## config.mk

```make
export PLATFORM = sky130hd
export DESIGN_NAME = plic_mt
export DESIGN_NICKNAME = d
export VERILOG_FILES = /design/src/rtl/plic_mt.sv
export SDC_FILE = /design/constraint.sdc
export NUM_CORES = 1
export LEC_CHECK = 0
export ABC_CLOCK_PERIOD_IN_PS = 70400
export BUFFER_PORTS_ARGS = -buffer_cell sky130_fd_sc_hd__buf_2
export CORE_MARGIN = 3
export CORE_UTILIZATION = 55
export CTS_BUF_LIST = sky130_fd_sc_hd__clkbuf_8
export DETAILED_ROUTE_END_ITERATION = 8
export PLACE_DENSITY = 0.83
export SYNTH_ARGS = -nofsm -noshare
export SYNTH_HDL_FRONTEND = slang
export SYNTH_SLANG_ARGS = --single-unit
```

## constraint.sdc

```tcl
create_clock -name CLK -period 70.4 [get_ports CLK]
set_clock_uncertainty 0.2 [all_clocks]
set_input_delay 0 -clock CLK [delete_from_list [all_inputs] [get_ports CLK]]
set_output_delay 0 -clock CLK [all_outputs]
set_load 0.1 [all_outputs]
```

## src/rtl/plic_mt.sv

```systemverilog
// Multi-target platform-level interrupt controller: per-source priority, per-target
// enable/threshold, claim/complete, registered arbitration. Optional edge mode: PLIC_EDGE_TRIGGER_EN.
module plic_mt #(
    parameter int N_SOURCES = 32,
    parameter int N_TARGETS = 2,
    parameter int PRIO_BITS = 3
) (
    input  logic                 CLK,
    input  logic                 RST,
    input  logic [N_SOURCES-1:0] hw_interrupt_requests,
    input  logic [31:0]          addr,
    input  logic                 ren,
    input  logic                 wen,
    input  logic [31:0]          wdata,
    output logic [31:0]          rdata,
    output logic [N_TARGETS-1:0] irq
);
    localparam int ID_W = 5;
    localparam logic [N_SOURCES-1:0] SRC_MASK = {{(N_SOURCES-1){1'b1}}, 1'b0};

    logic [PRIO_BITS-1:0] prio       [N_SOURCES];
    logic [N_SOURCES-1:0] enable     [N_TARGETS];
    logic [PRIO_BITS-1:0] threshold  [N_TARGETS];
    logic [ID_W-1:0]      best_id    [N_TARGETS];
    logic [PRIO_BITS-1:0] best_prio  [N_TARGETS];
    logic [ID_W-1:0]      nxt_id     [N_TARGETS];
    logic [PRIO_BITS-1:0] nxt_prio   [N_TARGETS];
    logic [N_SOURCES-1:0] pending, in_service, req, claim_mask, done_mask;
    logic [ID_W-1:0]      claim_id;
    logic [31:0]          rd_val;

    // Bus: ren/wen are single-cycle strobes, never both high; no backpressure.
    // A write commits on the strobe edge, read data appears the cycle after ren.
    logic [9:0] a;
    logic [5:0] prio_idx;
    logic [3:0] tgt_idx;
    logic [1:0] tgt_reg;
    logic       prio_hit, tgt_hit;
    logic       unused_bits;

    assign a           = addr[9:0];
    assign prio_idx    = a[7:2];
    assign tgt_idx     = a[7:4];
    assign tgt_reg     = a[3:2];
    assign prio_hit    = (a[9:8] == 2'b00) && (prio_idx != 6'd0) && (int'(prio_idx) < N_SOURCES);
    assign tgt_hit     = (a[9:8] == 2'b10) && (int'(tgt_idx) < N_TARGETS);
    assign unused_bits = ^{addr[31:10], addr[1:0], wdata};

`ifdef PLIC_EDGE_TRIGGER_EN
    logic [N_SOURCES-1:0] trigger, hw_prev;

    always_ff @(posedge CLK) begin
        if (RST) begin
            trigger <= '0;
            hw_prev <= '0;
        end else begin
            hw_prev <= hw_interrupt_requests;
            if (wen && a == 10'h104)
                trigger <= wdata[N_SOURCES-1:0] & SRC_MASK;
        end
    end

    assign req = ((hw_interrupt_requests & ~trigger) |
                  (hw_interrupt_requests & ~hw_prev & trigger)) & SRC_MASK;
`else
    assign req = hw_interrupt_requests & SRC_MASK;
`endif

    // Ascending scan with strict '>' leaves ties with the lowest id.
    always_comb begin
        for (int t = 0; t < N_TARGETS; t++) begin
            nxt_id[t]   = '0;
            nxt_prio[t] = '0;
            for (int i = 1; i < N_SOURCES; i++) begin
                if (pending[i] && enable[t][i] && prio[i] > nxt_prio[t]) begin
                    nxt_id[t]   = ID_W'(i);
                    nxt_prio[t] = prio[i];
                end
            end
        end
    end

    always_comb begin
        claim_id   = '0;
        claim_mask = '0;
        done_mask  = '0;
        for (int t = 0; t < N_TARGETS; t++) begin
            if (ren && tgt_hit && tgt_reg == 2'd2 && tgt_idx == 4'(t))
                claim_id = best_id[t];
            if (wen && tgt_hit && tgt_reg == 2'd2 && tgt_idx == 4'(t)) begin
                for (int i = 1; i < N_SOURCES; i++)
                    if (wdata[4:0] == 5'(i) && enable[t][i])
                        done_mask[i] = 1'b1;
            end
        end
        for (int i = 1; i < N_SOURCES; i++)
            if (claim_id == ID_W'(i))
                claim_mask[i] = 1'b1;
    end

    always_comb begin
        rd_val = '0;
        if (prio_hit) begin
            for (int i = 1; i < N_SOURCES; i++)
                if (prio_idx == 6'(i))
                    rd_val[PRIO_BITS-1:0] = prio[i];
        end
        if (a == 10'h100)
            rd_val[N_SOURCES-1:0] = pending;
`ifdef PLIC_EDGE_TRIGGER_EN
        if (a == 10'h104)
            rd_val[N_SOURCES-1:0] = trigger;
`endif
        if (tgt_hit) begin
            for (int t = 0; t < N_TARGETS; t++) begin
                if (tgt_idx == 4'(t)) begin
                    case (tgt_reg)
                        2'd0:    rd_val[N_SOURCES-1:0] = enable[t];
                        2'd1:    rd_val[PRIO_BITS-1:0] = threshold[t];
                        2'd2:    rd_val[ID_W-1:0]      = best_id[t];
                        default: rd_val                = '0;
                    endcase
                end
            end
        end
    end

    always_ff @(posedge CLK) begin
        if (RST) begin
            rdata      <= '0;
            pending    <= '0;
            in_service <= '0;
            for (int i = 0; i < N_SOURCES; i++)
                prio[i] <= '0;
            for (int t = 0; t < N_TARGETS; t++) begin
                enable[t]    <= '0;
                threshold[t] <= '0;
                best_id[t]   <= '0;
                best_prio[t] <= '0;
            end
        end else begin
            if (ren)
                rdata <= rd_val;
            // A claim on the same edge as a gateway set wins.
            pending    <= (pending | (req & ~in_service)) & ~claim_mask;
            in_service <= (in_service | claim_mask) & ~done_mask;
            if (wen && prio_hit) begin
                for (int i = 1; i < N_SOURCES; i++)
                    if (prio_idx == 6'(i))
                        prio[i] <= wdata[PRIO_BITS-1:0];
            end
            for (int t = 0; t < N_TARGETS; t++) begin
                if (wen && tgt_hit && tgt_idx == 4'(t)) begin
                    if (tgt_reg == 2'd0)
                        enable[t] <= wdata[N_SOURCES-1:0] & SRC_MASK;
                    if (tgt_reg == 2'd1)
                        threshold[t] <= wdata[PRIO_BITS-1:0];
                end
                // Drop the just-claimed id everywhere so no target raises a stale irq.
                if (claim_id != '0 && (best_id[t] == claim_id || nxt_id[t] == claim_id)) begin
                    best_id[t]   <= '0;
                    best_prio[t] <= '0;
                end else begin
                    best_id[t]   <= nxt_id[t];
                    best_prio[t] <= nxt_prio[t];
                end
            end
        end
    end

    always_comb begin
        for (int t = 0; t < N_TARGETS; t++)
            irq[t] = best_prio[t] > threshold[t];
    end

endmodule

```

-- Word level (Yosys, flattened, before mapping)
Memories as Yosys holds them, arrays and structs flattened.
Cells that the tools add are included.
- register bits: 96
- memories: 5
- input bits: 100
- RAM bits: 180
- logic and storage cells: 894
- $lt $le $gt $ge: 65
- bitwise operators: 51
- muxes and demuxes: 458
- equal/unequal tests: 102
- reductions and logical operators: 210
- memory list (memory ; depth ; width ; read ports ; clocked after Yosys merged registers in ; wr ports ; RTL line ; source):
    prio ; 32 ; 3 ; 31 ; 0 ; 32 ; 21 ; logic [PRIO_BITS-1:0] prio [N_SOURCES];
    enable ; 2 ; 31 ; 2 ; 0 ; 2 ; 22 ; logic [N_SOURCES-1:0] enable [N_TARGETS];
    best_id ; 2 ; 5 ; 2 ; 0 ; 2 ; 24 ; logic [ID_W-1:0] best_id [N_TARGETS];
    best_prio ; 2 ; 3 ; 2 ; 0 ; 2 ; 25 ; logic [PRIO_BITS-1:0] best_prio [N_TARGETS];
    threshold ; 2 ; 3 ; 2 ; 0 ; 2 ; 23 ; logic [PRIO_BITS-1:0] threshold [N_TARGETS];
- operator list (operator ; number):
    $mux W3 ; 131
    $mux W5 ; 64
    $mux W1 ; 247
    $logic_and A1 B1 Y1 ; 202
    $gt A3 B3 Y1 ; 62
    $eq A5 B5 Y1 const B ; 32
    $mux W32 ; 4
    $mux W31 ; 4
    $pmux W27 S2 ; 2
    $and A32 B32 Y32 ; 3
    $eq A6 B5 Y1 const B ; 16
    $not A32 Y32 ; 3
    $eq A5 B4 Y1 const B ; 16
    $or A32 B32 Y32 ; 2
    $eq A6 B4 Y1 const B ; 8
    $or A1 B1 Y1 ; 43
    $eq A5 B3 Y1 const B ; 8
    $eq A6 B3 Y1 const B ; 4
    $eq A5 B2 Y1 const B ; 4
    $eq A5 B5 Y1 ; 4
    $pmux W3 S3 ; 2
    $eq A6 B2 Y1 const B ; 2
    $pmux W2 S3 ; 2
    $eq A10 B9 Y1 const B ; 1
    15 further kinds ; 20

-- Logic depth before layout (Yosys ltp)
Gate-level depths: netlist (run 1).
An unclocked memory read counts as a cell.
- depth in word-level cells: 102
- gate-level depth with buffers: 217
- mapped depth without buffers: 212

-- Worst setup path before layout (run 1)
No wires, ideal clock.
- path kind: register to register
- start point: reg pending[1]
- end point: mem best_prio[1][0], data pin
- slack: 31.535 ns
- cell stages (with the launch flop): 202
- data arrival time: 38.397 ns
- data required time: 69.932 ns
- path through: dfxtp_1 buf_2 nand3_1 ha_1 nor2b_1 o21ai_0 a21o_1 mux2i_1 inv_1 ha_1 nor2b_1 o21ai_0 a21oi_1 nor2_1 nor2_1 inv_1 ha_1 nor2b_1 [... 166 more ...] nand3_1 a21oi_1 nand2_1 o21a_1 ha_1 nor2b_1 o21ai_0 nand2b_1 and4_1 nor2_1 nand2b_1 nor2_1 o21ai_0 nor4_1 o22ai_1 nand2b_1 clkbuf_1 a211oi_1
- RTL lines (element ; RTL line ; source):
    start, declared ; 28 ; logic [N_SOURCES-1:0] pending, in_service, req, claim_mask, done_mask;
    start signal, assigned ; 145 ; pending <= (pending | (req & ~in_service)) & ~claim_mask;
    end, declared ; 25 ;

==> results of run 1 <==
==> placed cells by master (no fill, tap or decap), drive strengths merged, types with 63 or more instances in the layout <==
cell type    count
nor2           350
nand2          218
inv            181
edfxtp         177
a21oi          147
ha             137
buf            129
nor3           114
a22oi          104
o21ai          100
dfxtp           94
nand3           92
dlygate4sd3     90
and2            63
==> registers in the layout, summed over array words and instances (netlist names) <==
| signal | cells |
|---|---|
| best_id | 10 |
| best_prio | 6 |
| enable | 62 |
| in_service | 31 |
| pending | 31 |
| prio | 93 |
| rdata | 32 |
| threshold | 6 |
==> metrics by stage <==
stage	power, mW	std cells
2_1_floorplan	0.439	2511
6_report	0.681	3227
4_1_cts	0.672	3227
3_3_place_gp	0.504	3051
3_5_place_dp	0.520	3051
5_1_grt	0.724	3227
==> layout make-up <==
| class | instances | area (um2) | area share, % |
|---|---|---|---|
| sequential | 271 | 7200 | 30.5 |
| tap | 504 | 631 | 2.67 |
| timing repair buffer | 219 | 1600 | 6.76 |
| multi-input combinational | 1985 | 12600 | 53.5 |
| clock buffer | 52 | 716 | 3.03 |
| clock inverter | 34 | 219 | 0.928 |
| inverter | 162 | 608 | 2.58 |
==> worst max-delay path, delay by kind of cell (launching register included) <==
kind | cells | cell delay, ps
buffers and inverters | 18 | 1450
adder cells (fa/ha/maj) | 30 | 8190
AO/OA/AOI/OAI | 81 | 23800
AND/OR/NAND/NOR | 53 | 8780
multiplexers | 12 | 4580
flip-flops | 1 | 520
==> layer usage <==
metal	track usage, %	vias to the layer above
li1	-	9708
met1	44.8	10000
met2	59.4	1556
met3	8.73	342
met4	24.0	0
met5	0	-
==> cell families after synthesis <==
family | after synthesis
simple gates | 1027
compound gates | 746
flops | 271
buf+inv | 255
fa+ha+maj | 144
mux | 40
xor+xnor | 12
other cells | 1
==> repair_timing <==
item | CTS | global route
endpoints found under the setup margin | 0 | 0
endpoints found under the hold margin | 275 | 0
hold buffers | 90 | 0
==> how the worst max path moves through the flow <==
stage / endpoint / slack (ps) / start
CTS: best_prio[1][0] / 23630 / pending[1]
finish: best_prio[1][0] / 22700 / pending[1]
detailed placement: best_prio[1][0] / 23800 / pending[1]
global placement: best_prio[1][0] / 25280 / pending[1]
global route: best_prio[1][0] / 19270 / pending[1]
floorplan: best_prio[1][0] / 31530 / pending[1]
==> power groups by stage <==
stage / combinational (mW) / sequential [mW] / clock [mW]
2_1_floorplan: 0.238 / 0.202 / 0
4_1_cts: 0.324 / 0.199 / 0.149
5_1_grt: 0.367 / 0.201 / 0.156
3_5_place_dp: 0.318 / 0.202 / 0
3_3_place_gp: 0.303 / 0.202 / 0
6_report: 0.332 / 0.200 / 0.150
==> impl_metrics.json, run 1 <==
{
  "drc_errors": 0,
  "drtAntennaViolNets": 0,
  "via_per_inst": 6.71,
  "synthSimpleGateAreaFrac_pct": 23.3,
  "rsz0062_at_grt": "false",
  "worst_slew_pin_slew_ps": 1230,
  "synth_ff_type": "edfxtp_1",
  "cp.required_ps": 70620,
  "tritoncts": "built",
  "grt_pass1_wl_um": 117000,
  "placed_cell_area_um2": 21800,
  "place.gp.congestion": 0.986,
  "cp_slowest_stage_delay_ps": 930,
  "first_pass_iters": 7,
  "clk_pin_slew_ps": 60,
  "rows": 70,
  "whs_endpoint": "pending[4]",
  "sw_frac_of_total_pct": 41.8,
  "status": "finished, final reports clean",
  "synth_top_family_by_area": "compound AO/OA/AOI/OAI gates",
  "clockRootBuffer": "clkbuf_8",
  "r2r-end": "best_prio[1][0]",
  "antenna_found_initial": 0,
  "synth_edf_count": 177,
  "wl_met2_um": 34800,
  "slew_viol_final": 0,
  "drtIter0Drc": 2741,
  "p_comb_share_pct": 48.7,
  "wl_per_cell_um": 24.1,
  "final_area_um2": 23600,
  "synth_compound_area_share_pct": 25.9,
  "fin_util_pct": 64.0,
  "synth_cells": 2496,
  "whs_ps": 16.5,
  "tns_ps": 0,
  "synthTopCellsByArea": "edfxtp_1, dfxtp_1, ha_1",
  "grt_start_max_net_pins": 69,
  "dp_slack_ps": 23800,
  "ff2ff_path_depth": 194,
  "async_flop_share_pct": 0,
  "power_density_nw_per_um2": 28.9,
  "worstPathMaxFanout": 11,
  "max-vdd-ir-drop_mv": 0.0183,
  "clock_latency_ps": 630,
  "drive_gt1_share_pct": 10.1,
  "power_frac_seq_pct": 29.3,
  "min_path_type": "in -> reg",
  "synthXorXnorAreaFrac_pct": 0.507,
  "p_leak_nw": 9.26,
  "grt_pass1_vias": 20900,
  "cts_htree_levels": 2,
  "intPower_uw": 397,
  "place_hpwl_um": 56400,
  "die_y_um": 200,
  "cts_buffer_depth": 3,
  "timing.final.ws_setup_ps": 22700,
  "wl_met1_um": 28100,
  "final-setup-viol-count": 0,
  "crit_type": "reg -> reg",
  "numCtsBuffers": 47,
  "synth.largest_area_cell": "edfxtp_1",
  "cp-end-kind": "register",
  "fin_crit_ps": 47700,
  "synth_seq_area_share_pct": 34.7,
  "start_kind": "register",
  "ctsResizeCount": 0,
  "dieArea_um2": 40100,
  "grt-ovfl-total": 0,
  "fmax_mhz": 21.0,
  "crit_top_cell": "ha_1",
  "r2r_start": "pending[1]",
  "fill_cells": 3144,
  "core_area_um2": 36900,
  "holdCritStartpoint": "hw_interrupt_requests[4]",
  "post_cts_buffers": 0,
  "num_vias": 21700,
  "synth_cell_type_count": 104,
  "ys_warn_count": 0,
  "port_buffers": 110,
  "max_cap_violations": 0,
  "synth_top_area_share_pct": 25.6,
  "regToRegSetupSlack_ps": 22700,
  "finalCritPeriodShare_pct": 67.8,
  "synthAdderAreaFrac_pct": 8.61,
  "start_util_pct": 56.2,
  "synth_area_um2": 20700,
  "synth-seq-cells": 271,
  "synth_common_cells": "nor2_1, nand2_1, edfxtp_1",
  "hold_depth": 4,
  "area_delta_synth_final_pct": 13.9,
  "maxSlewHeadroom_pct": 17.0,
  "p_sw_uw": 284,
  "dr.max_layer_used": "met4",
  "synthMuxAreaShare_pct": 2.11,
  "die_x_um": 200,
  "met3_length_um": 9180,
  "diodes": 0,
  "critPathSlowestCell": "a311oi_1",
  "clkPwrFrac_pct": 22.0,
  "nets": 2923,
  "clock-sinks": 271,
  "synth.most_common_cell": "nor2_1",
  "critPathArrivalTime_ps": 47920,
  "ios": 134,
  "grt_usage_pct": 37.0,
  "routed_wl_um": 77700,
  "hold_violations": 0,
  "syn_avg_cell_area_um2": 8.31
}
Note: power is estimated with default switching activity, not from simulation.
==> run 2, diff against run 1 <==
Settings changed: ABC_CLOCK_PERIOD_IN_PS 70400 to 47100.
Clock period 70.4 ns to 47.1 ns, I/O delays scaled along.
==> run 2 against run 1 <==
Power is 51% higher. Design area is 0.72% higher. Via count is 0.39% lower. Setup slack worse by 19000 ps. Largest cell class unchanged. Count of clock-buffer cells in the layout is 1 higher. Sequential power is 49% higher. Die area stayed put. Combinational power is 53% higher. Utilization is 0.46 points higher. Critical path depth is 3 higher.
==> impl_metrics.json, run 2 (synthesized netlist as in run 1, its figures left out) <==
{
  "status": "finished, final reports clean",
  "first_pass_iters": 6,
  "p_total_mw": 1.03,
  "worst_slew_pin_slew_ps": 1070,
  "cts_htree_levels": 2,
  "wl_per_cell_um": 23.8,
  "grt_pass1_vias": 20800,
  "hold_depth": 3,
  "nets": 2925,
  "final_area_um2": 23800,
  "final-setup-viol-count": 0,
  "clock_latency_ps": 640,
  "intPower_uw": 599,
  "antenna_found_initial": 2,
  "grt_start_max_net_pins": 86,
  "p_leak_nw": 9.29,
  "port_buffers": 110,
  "regToRegSetupSlack_ps": 3420,
  "final_common_cell": "nor2_1",
  "whs_endpoint": "enable[0][58]",
  "critPathArrivalTime_ps": 43900,
  "reg_top3": "prio (93), enable (62), rdata (32)",
  "largest_register": "prio",
  "power_density_nw_per_um2": 43.4,
  "start_util_pct": 56.2,
  "sw_frac_of_total_pct": 41.9,
  "fill_cells": 3032,
  "max-vdd-ir-drop_mv": 0.0279,
  "maxSlewHeadroom_pct": 28.8,
  "timing.critical_path.max_delay_family": "compound AO/OA/AOI/OAI gates",
  "slew_viol_final": 0,
  "drc_errors": 0,
  "placed_cell_area_um2": 21700,
  "max_cap_violations": 0,
  "clk_pin_slew_ps": 60,
  "ff2ff_path_depth": 197,
  "hold_violations": 0,
  "crit_top_cell": "ha_1",
  "r2r-end": "best_prio[1][2]",
  "layout.cells.most_common_list": "nor2_1, nand2_1, inv_1",
  "dieArea_um2": 40100,
  "multi_input_comb_area_um2": 12800,
  "holdCritStartpoint": "wdata[28]",
  "start_kind": "register",
  "rsz0062_at_grt": "false",
  "drive_gt1_share_pct": 10.7,
  "place_hpwl_um": 54500,
  "fmax_mhz": 22.9,
  "tns_ps": 0,
  "die_x_um": 200,
  "grt_pass1_wl_um": 116000,
  "num_vias": 21600,
  "numCtsBuffers": 47,
  "clkPwrFrac_pct": 21.9,
  "power_frac_seq_pct": 29.0,
  "fin_crit_ps": 43680,
  "cts_buffer_depth": 3,
  "rows": 70,
  "r2r_start": "pending[1]",
  "routed_wl_um": 76900,
  "crit_type": "reg -> reg",
  "p_comb_share_pct": 49.1,
  "die_y_um": 200,
  "drtIter0Drc": 2597,
  "clock-sinks": 271,
  "worstPathMaxFanout": 11,
  "p_sw_uw": 432,
  "min_path_type": "in -> reg",
  "cp_slowest_stage_delay_ps": 560,
  "via_per_inst": 6.68,
  "critPathSlowestCell": "a311oi_1",
  "cp-end-kind": "register",
  "clockRootBuffer": "clkbuf_8",
  "tritoncts": "built",
  "cp.required_ps": 47320,
  "grt_usage_pct": 36.8,
  "place.gp.congestion": 0.997,
  "core_area_um2": 36900,
  "grt-ovfl-total": 0,
  "area_delta_synth_final_pct": 14.7,
  "drtAntennaViolNets": 0,
  "path_buf_inv": 18,
  "ios": 134,
  "finalCritPeriodShare_pct": 92.7,
  "post_cts_buffers": 0,
  "critPathLaunch": "pending[1]",
  "final-seq-area_um2": 7200,
  "largest_reg_flops": 93
}
-- run 2: timing repair --
action                                 in CTS  in global routing
endpoints found under the hold margin     310                  0
setup endpoints to repair                   0                 16
resized for setup                           0                 21
hold buffers                               96                  0
-- run 2: layout make-up --
cell class,count,share of cell area [%]
diodes,1,0.0105
clock buffers,53,3.07
well taps,504,2.65
inverters,162,2.56
multi-input cells,1985,53.7
clock inverters,34,0.921
flip-flops and latches,271,30.3
repair buffers,221,6.84
-- run 2: per-stage QoR --
step | worst slack, ps | instances | hold WS [ps] | utilization [%]
6_report | 3420 | 3231 | 18.5 | 64.5
5_1_grt | 53.2 | 3231 | 35.8 | 64.5
4_1_cts | 599 | 3230 | 0.148 | 64.1
3_5_place_dp | 659 | 3047 | 92.2 | 59.0
3_3_place_gp | 2650 | 3047 | 79.1 | 59.0
2_1_floorplan | 8230 | 2511 | -11.0 | -
-- run 2: worst max path at each step --
stage	depth (start not counted)	endpoint	slack, ps
floorplan	201	best_prio[1][0]	8230
global placement	196	best_prio[1][0]	2650
detailed placement	197	best_prio[1][2]	660
CTS	199	best_prio[1][2]	600
global route	198	best_prio[1][2]	50
finish	197	best_prio[1][2]	3420
-- run 2: power groups by stage --
stage          Sequential, mW  Combinational (mW)  Clock (mW)
4_1_cts                 0.297               0.480       0.225
6_report                0.299               0.507       0.226
3_3_place_gp            0.301               0.448           0
2_1_floorplan           0.301               0.355           0
3_5_place_dp            0.302               0.471           0
5_1_grt                 0.300               0.557       0.235
-- run 2: layer usage --
metal / up-vias / track usage, % / wire [um] / part of all wire [%]
li1: 9728 / - / - / -
met1: 10100 / 44.6 / 27800 / 36
met2: 1443 / 59.5 / 34500 / 45
met3: 332 / 9.65 / 9430 / 12
met4: 2 / 21.1 / 5180 / 6.7
met5: - / 0 / 12 / 0.016
-- run 2: worst reg2reg max path, delay by kind of cell, from the launching register on --
family | cells | cell delay [ps]
AO/OA/AOI/OAI | 86 | 20120
adder cells (fa/ha/maj) | 30 | 8540
buffers and inverters | 18 | 1390
flip-flops | 1 | 500
multiplexers | 12 | 4490
AND/OR/NAND/NOR | 51 | 8200
